<file path="src/rtl/imem_boot_loader_pkg.sv">
// ============================================================================
// Module      : imem_boot_loader_pkg
// Description : Shared state encodings and helpers for the imem boot loader.
// Revision    : 1.0 - initial release
// ============================================================================
`default_nettype none

package imem_boot_loader_pkg;

  // Encodings double as the status LED state codes.
  typedef enum logic [2:0] {
    ST_IDLE   = 3'd0,
    ST_LEN_HI = 3'd1,
    ST_LEN_LO = 3'd2,
    ST_DATA   = 3'd3,
    ST_CHK    = 3'd4,
    ST_RUN    = 3'd5,
    ST_ERR    = 3'd6
  } state_t;

  localparam int LEN_BYTES = 2;

  function automatic logic [7:0] status_pack(input state_t s, input logic [4:0] cnt);
    return {s, cnt};
  endfunction

endpackage

`default_nettype wire

</file>
<file path="src/rtl/imem_boot_loader_timeout.sv">
// ============================================================================
// Module      : imem_boot_loader_timeout
// Description : Inter-byte idle counter; flags expiry on the TIMEOUT_CYCLES-th
//               consecutive idle cycle while enabled.
// Revision    : 1.0 - initial release
// ============================================================================
`default_nettype none

module imem_boot_loader_timeout #(
  parameter int TIMEOUT_CYCLES = 1000000
) (
  input  logic clk,
  input  logic rst,
  input  logic clr_i,
  input  logic en_i,
  output logic expired_o
);

  localparam int CW = (TIMEOUT_CYCLES > 1) ? $clog2(TIMEOUT_CYCLES + 1) : 1;
  localparam logic [CW-1:0] C_LAST = CW'(TIMEOUT_CYCLES - 1);

  logic [CW-1:0] cnt_q, cnt_d;

  always_comb begin
    cnt_d = cnt_q;
    if (clr_i || !en_i) begin
      cnt_d = '0;
    end else if (cnt_q != C_LAST) begin
      cnt_d = cnt_q + CW'(1);
    end
  end

  always_ff @(posedge clk) begin
    if (rst) begin
      cnt_q <= '0;
    end else begin
      cnt_q <= cnt_d;
    end
  end

  assign expired_o = en_i && !clr_i && (cnt_q == C_LAST);

endmodule

`default_nettype wire

</file>
<file path="src/rtl/imem_boot_loader.sv">
// ============================================================================
// Module      : imem_boot_loader
// Description : Loads a length-framed byte stream into imem while holding the
//               CPU in reset, then hands the imem address port to the CPU.
//               Optional trailing checksum byte: IMEM_LOADER_CHECKSUM_EN.
// Revision    : 1.0 - initial release
// ============================================================================
`default_nettype none

module imem_boot_loader
  import imem_boot_loader_pkg::*;
#(
  parameter int ADDR_BUS_WIDTH = 16,
  parameter int MEM_DEPTH      = 64,
  parameter int TIMEOUT_CYCLES = 1000000
) (
  input  logic                      clk,
  input  logic                      rst,
  input  logic                      start,
  input  logic                      rx_valid,
  input  logic [7:0]                rx_data,
  output logic                      rx_ready,
  input  logic [ADDR_BUS_WIDTH-1:0] cpu_addr,
  output logic [ADDR_BUS_WIDTH-1:0] imem_addr,
  output logic                      mem_we,
  output logic [ADDR_BUS_WIDTH-1:0] mem_waddr,
  output logic [7:0]                mem_wdata,
  output logic                      cpu_hold,
  output logic                      load_done,
  output logic                      load_error,
  output logic [7:0]                status
);

  localparam int AW = ADDR_BUS_WIDTH;
  localparam logic [15:0] C_MAX_LEN = 16'(MEM_DEPTH);

  state_t            state_q, state_d;
  logic [15:0]       len_q, len_d;
  logic [AW-1:0]     byte_cnt_q, byte_cnt_d;
  logic [AW-1:0]     mem_waddr_q, mem_waddr_d;
  logic [7:0]        mem_wdata_q, mem_wdata_d;
  logic              mem_we_q, mem_we_d;
  logic              w_active, w_xfer, w_expired;
  logic [15:0]       w_len_full;
  state_t            w_end_state;

`ifdef IMEM_LOADER_CHECKSUM_EN
  logic [7:0] sum_q, sum_d;
  logic [7:0] w_chk_sum;
  assign w_chk_sum   = sum_q + rx_data;
  assign w_end_state = ST_CHK;
`else
  assign w_end_state = ST_RUN;
`endif

  assign w_active   = (state_q == ST_LEN_HI) || (state_q == ST_LEN_LO) ||
                      (state_q == ST_DATA)   || (state_q == ST_CHK);
  assign rx_ready   = w_active;
  assign w_xfer     = rx_valid && w_active;
  assign w_len_full = {len_q[15:8], rx_data};

  imem_boot_loader_timeout #(
    .TIMEOUT_CYCLES(TIMEOUT_CYCLES)
  ) u_timeout (
    .clk      (clk),
    .rst      (rst),
    .clr_i    (w_xfer),
    .en_i     (w_active),
    .expired_o(w_expired)
  );

  always_comb begin
    state_d     = state_q;
    len_d       = len_q;
    byte_cnt_d  = byte_cnt_q;
    mem_we_d    = 1'b0;
    mem_waddr_d = mem_waddr_q;
    mem_wdata_d = mem_wdata_q;
`ifdef IMEM_LOADER_CHECKSUM_EN
    sum_d       = sum_q;
`endif
    case (state_q)
      ST_IDLE, ST_RUN, ST_ERR: begin
        if (start) begin
          state_d    = ST_LEN_HI;
          len_d      = '0;
          byte_cnt_d = '0;
`ifdef IMEM_LOADER_CHECKSUM_EN
          sum_d      = '0;
`endif
        end
      end
      ST_LEN_HI: begin
        if (w_xfer) begin
          len_d[15:8] = rx_data;
          state_d     = ST_LEN_LO;
        end
      end
      ST_LEN_LO: begin
        if (w_xfer) begin
          len_d = w_len_full;
          if (w_len_full == 16'd0) begin
            state_d = w_end_state;
          end else if (w_len_full > C_MAX_LEN) begin
            state_d = ST_ERR;
          end else begin
            state_d = ST_DATA;
          end
        end
      end
      ST_DATA: begin
        if (w_xfer) begin
          mem_we_d    = 1'b1;
          mem_waddr_d = byte_cnt_q;
          mem_wdata_d = rx_data;
          byte_cnt_d  = byte_cnt_q + AW'(1);
`ifdef IMEM_LOADER_CHECKSUM_EN
          sum_d       = w_chk_sum;
`endif
          if ((byte_cnt_q + AW'(1)) == AW'(len_q)) begin
            state_d = w_end_state;
          end
        end
      end
`ifdef IMEM_LOADER_CHECKSUM_EN
      ST_CHK: begin
        if (w_xfer) begin
          state_d = (w_chk_sum == 8'd0) ? ST_RUN : ST_ERR;
        end
      end
`endif
      default: state_d = ST_IDLE;
    endcase
    // Expiry only fires on a cycle without a transfer, so it cannot mask one.
    if (w_expired) begin
      state_d = ST_ERR;
    end
  end

  always_ff @(posedge clk) begin
    if (rst) begin
      state_q     <= ST_IDLE;
      len_q       <= '0;
      byte_cnt_q  <= '0;
      mem_we_q    <= 1'b0;
      mem_waddr_q <= '0;
      mem_wdata_q <= '0;
`ifdef IMEM_LOADER_CHECKSUM_EN
      sum_q       <= '0;
`endif
    end else begin
      state_q     <= state_d;
      len_q       <= len_d;
      byte_cnt_q  <= byte_cnt_d;
      mem_we_q    <= mem_we_d;
      mem_waddr_q <= mem_waddr_d;
      mem_wdata_q <= mem_wdata_d;
`ifdef IMEM_LOADER_CHECKSUM_EN
      sum_q       <= sum_d;
`endif
    end
  end

  assign mem_we     = mem_we_q;
  assign mem_waddr  = mem_waddr_q;
  assign mem_wdata  = mem_wdata_q;
  assign cpu_hold   = (state_q != ST_RUN);
  assign load_done  = (state_q == ST_RUN);
  assign load_error = (state_q == ST_ERR);
  assign status     = status_pack(state_q, byte_cnt_q[4:0]);
  assign imem_addr  = cpu_hold ? mem_waddr_q : cpu_addr;

endmodule

`default_nettype wire

</file>
<file path="config.mk">
export PLATFORM = sky130hd
export DESIGN_NAME = imem_boot_loader
export DESIGN_NICKNAME = d
export VERILOG_FILES = /design/src/rtl/imem_boot_loader_pkg.sv /design/src/rtl/imem_boot_loader_timeout.sv /design/src/rtl/imem_boot_loader.sv
export SDC_FILE = /design/constraint.sdc
export NUM_CORES = 1
export LEC_CHECK = 0
export BUFFER_PORTS_ARGS = -buffer_cell sky130_fd_sc_hd__buf_2
export CAP_MARGIN = 10
export CORE_AREA = 5 5 95 97
export CTS_CLUSTER_SIZE = 14
export DETAILED_ROUTE_END_ITERATION = 10
export DIE_AREA = 0 0 100 102
export GPL_ROUTABILITY_DRIVEN = 1
export GPL_TIMING_DRIVEN = 0
export PLACE_DENSITY = 0.79
export SYNTH_ARGS = -nofsm -noshare
export SYNTH_HDL_FRONTEND = slang
export SYNTH_HIERARCHICAL = 1
export SYNTH_SLANG_ARGS = --single-unit
</file>
<file path="constraint.sdc">
create_clock -name clk -period 3 [get_ports clk]
set_input_delay 0 -clock clk [delete_from_list [all_inputs] [get_ports clk]]
set_output_delay 0 -clock clk [all_outputs]
set_load 0.01 [all_outputs]
</file>
==> run summary <==
Hold Path Stages = 4
CP Class = register to register
Syn Area/Cell = 7.46 sq um
Final std cells w/o fill = 799
Cts bufs inserted = 9
Final worst-path cycle share = 0.959
Routed WL per cell = 15.5 um
Crit-path cells = ha_2 -> and3_1 -> and3_1 -> o2111ai_1 -> or4_1 -> nor4b_2 -> a31oi_1 -> o41a_1
Rel. slew slack = 0.415
Pwr per Cell Area = 557 nW/um^2
Synth warnings = 6
Reg2Reg Depth = 8
Initial DRC count = 362
Pin count of the biggest net entering global routing = 16
Global Route met1 Usage = 0.310
Final ANT Viol Nets = 0
Final Max Slew Viols = 0
Via count = 4629
Total GRT Usage = 0.239
Met2 Resource Use GR = 0.393
Post-CTS setup buffers = 0
Fin Clk Skew = 0.0104 ns
HP Class = input port to register
Layout cell share with drive strength beyond 1 = 0.195
Setup slack, reg-to-reg = 0.12 ns
Met3 usage = 0.0375
Max Clk Rate = 0.348 GHz
Io pins = 81
Ys flop type = dfxtp_1
Clock Tree Buf Depth = 2
Final core occ = 0.654
Initial antenna violation count = 0
Gr busiest metal = met2
Synth-to-layout area growth = 19.8%
Pleak = 2.13 nW
RSZ-0062 raised after global routing = false
Status = complete, no violations
1st-pass router iterations = 5
Crit path DAT = 3.12 ns
Clk slew on worst S/H paths = 0.09 ns
Worst slew pin tran = 0.876 ns
Die height = 102 um
Most Frequent Cell on Critical Path = and3_1
Worst ir drop on vdd = 323 uV
CP Launch Type = register
FP Rows = 33
Worst Slack Setup Final = 0.123 ns
Core Footprint = 8050 sq um
Register area share after synthesis = 0.364
Final Total Pwr = 2.93 mW
Drt total wl = 12.3 mm
CTS tree = built
# diodes = 0
Final hold violation count = 0
Cell variety after synth = 60
DP Worst Slack = -0.0521 ns
CP endpoint kind = register
Remaining Overflow, GRT = 0
Starting Density = 0.546
Placed cells = 774
Die area = 10200 sq um
Routability cong. = 0.991
Crit path max fanout = 7
# nets final = 719
Syn Std Cell Area = 4390 sq um
FF+latch count, synth = 80
Max_cap viols = 0
Mapped Nets = 619
CTS sink count = 80
H-tree Lvls = 3
Final setup fails = 0
Data required, critical path = 3.24 ns
Share of the synthesized area in the top cell type = 0.364
Hpwl dp = 9.21 mm
Crit-path max cell delay = 0.44 ns
Ranking of synthesized cells by area = dfxtp_1 36%, nand2_1 11%, a21oi_1 8.2%, xnor2_1 4.2%, nand3_1 3.8%
Clock Latency Late Sink = 0.36 ns
Clock Tree Root = clkbuf_8
Number of global-route vias before repair = 4207
Die width = 100 um
First-pass GRT wire length = 20.0 mm
Residual DRC = 0
I/O Buffers = 80
Synth async-reset ratio = 0
Fin crit period = 2.88 ns
Area leader, netlist = dfxtp_1
Mapped Cells = 589
Vias per cell = 5.79
Worst path slowest cell = or4_1
Post-synth EDFFs = 0
## state kept, by name, indices dropped and copies added (netlist names)
name             flops
byte_cnt_q          16
len_q               16
mem_waddr           16
mem_wdata            8
mem_we               1
state_q              3
u_timeout/cnt_q     20
## final timing paths
path                 start      endpoint
min reg2reg   mem_wdata[7]  mem_wdata[7]
max          byte_cnt_q[1]    state_q[1]
max reg2reg  byte_cnt_q[1]    state_q[1]
min                  start      len_q[3]
## cell usage after synthesis (7+ instances only)
| library cell | n |
|---|---|
| nand2_1 | 131 |
| dfxtp_1 | 80 |
| a21oi_1 | 72 |
| nor2_1 | 38 |
| nand3_1 | 33 |
| o21ai_0 | 26 |
| clkbuf_1 | 22 |
| xnor2_1 | 21 |
| nor3_1 | 16 |
| and3_1 | 10 |
| nand4_1 | 9 |
| a31oi_1 | 8 |
| buf_4 | 7 |
| or3_1 | 7 |
## report_power, final
| group | switching, mW | internal (mW) | total (mW) |
|---|---|---|---|
| clock | 0.424 | 0.477 | 0.902 |
| sequential | 0.0714 | 1.11 | 1.19 |
| combinational | 0.538 | 0.304 | 0.843 |
## cell usage in the layout, fill, tap and decap left out, types with 7 or more instances in the layout
| cell type | n |
|---|---|
| a21oi_1 | 72 |
| dlygate4sd3_1 | 9 |
| or3_1 | 7 |
| o21ai_0 | 26 |
| clkbuf_8 | 9 |
| xnor2_1 | 21 |
| buf_4 | 7 |
| nand4_1 | 9 |
| nor2_1 | 38 |
| nor3_1 | 16 |
| nand3_1 | 32 |
| dfxtp_1 | 79 |
| buf_2 | 85 |
| nand2_1 | 131 |
| a31oi_1 | 8 |
| clkbuf_1 | 22 |
| and3_1 | 10 |
## metal layers
metal  wire length [um]  up-vias
li1                   -     2259
met1               5230     2158
met2               5980      176
met3                735       36
met4                402        0
met5                  0        -
## critical path: cells and delay by family (launching register included)
kind                     cells  cell delay (ns)
AO/OA/AOI/OAI                3             0.80
AND/OR/NAND/NOR              4             1.22
flip-flops                   1             0.42
adder cells (fa/ha/maj)      1             0.31
## repair_timing
| action | 4_1_cts | 5_1_grt |
|---|---|---|
| endpoints found under the setup margin | 1 | 1 |
| cloned | 0 | 0 |
| pin swaps | 0 | 0 |
| hold buffers | 9 | 0 |
| endpoints found under the hold margin | 26 | 0 |
| resized for setup | 1 | 4 |
## cell families after synthesis
logic type                 Yosys count  share of synthesized area
DFF                                 80                      0.364
xor gates and xnor gates            27                     0.0581
buffers and inverters               46                     0.0487
adders and majority gates            2                    0.00569
AOI/OAI and AO/OA                  130                      0.167
and+or+nand+nor                    299                      0.344
muxes                                5                     0.0117
## final cells by class
| class | instances | area [sq um] |
|---|---|---|
| repair buffers | 89 | 490 |
| plain buffers | 39 | 188 |
| clock buffers | 9 | 124 |
| flip-flops and latches | 80 | 1600 |
| well taps | 105 | 131 |
| fillers | 706 | 2790 |
| inverters | 7 | 26.3 |
| multi-input cells | 463 | 2600 |
| clock inverters | 7 | 101 |
## through the flow
stage	hold slack (ns)	area (sq um)	setup TNS, ns
after detailed placement	0.274	4930	-0.0521
after CTS	0.211	5240	0
final	0.215	5260	0
after global routing	0.247	5260	0
after global placement	0.270	4930	-0.0285
after floorplan	0.111	4390	0
Power figures use the tool's default switching activity.
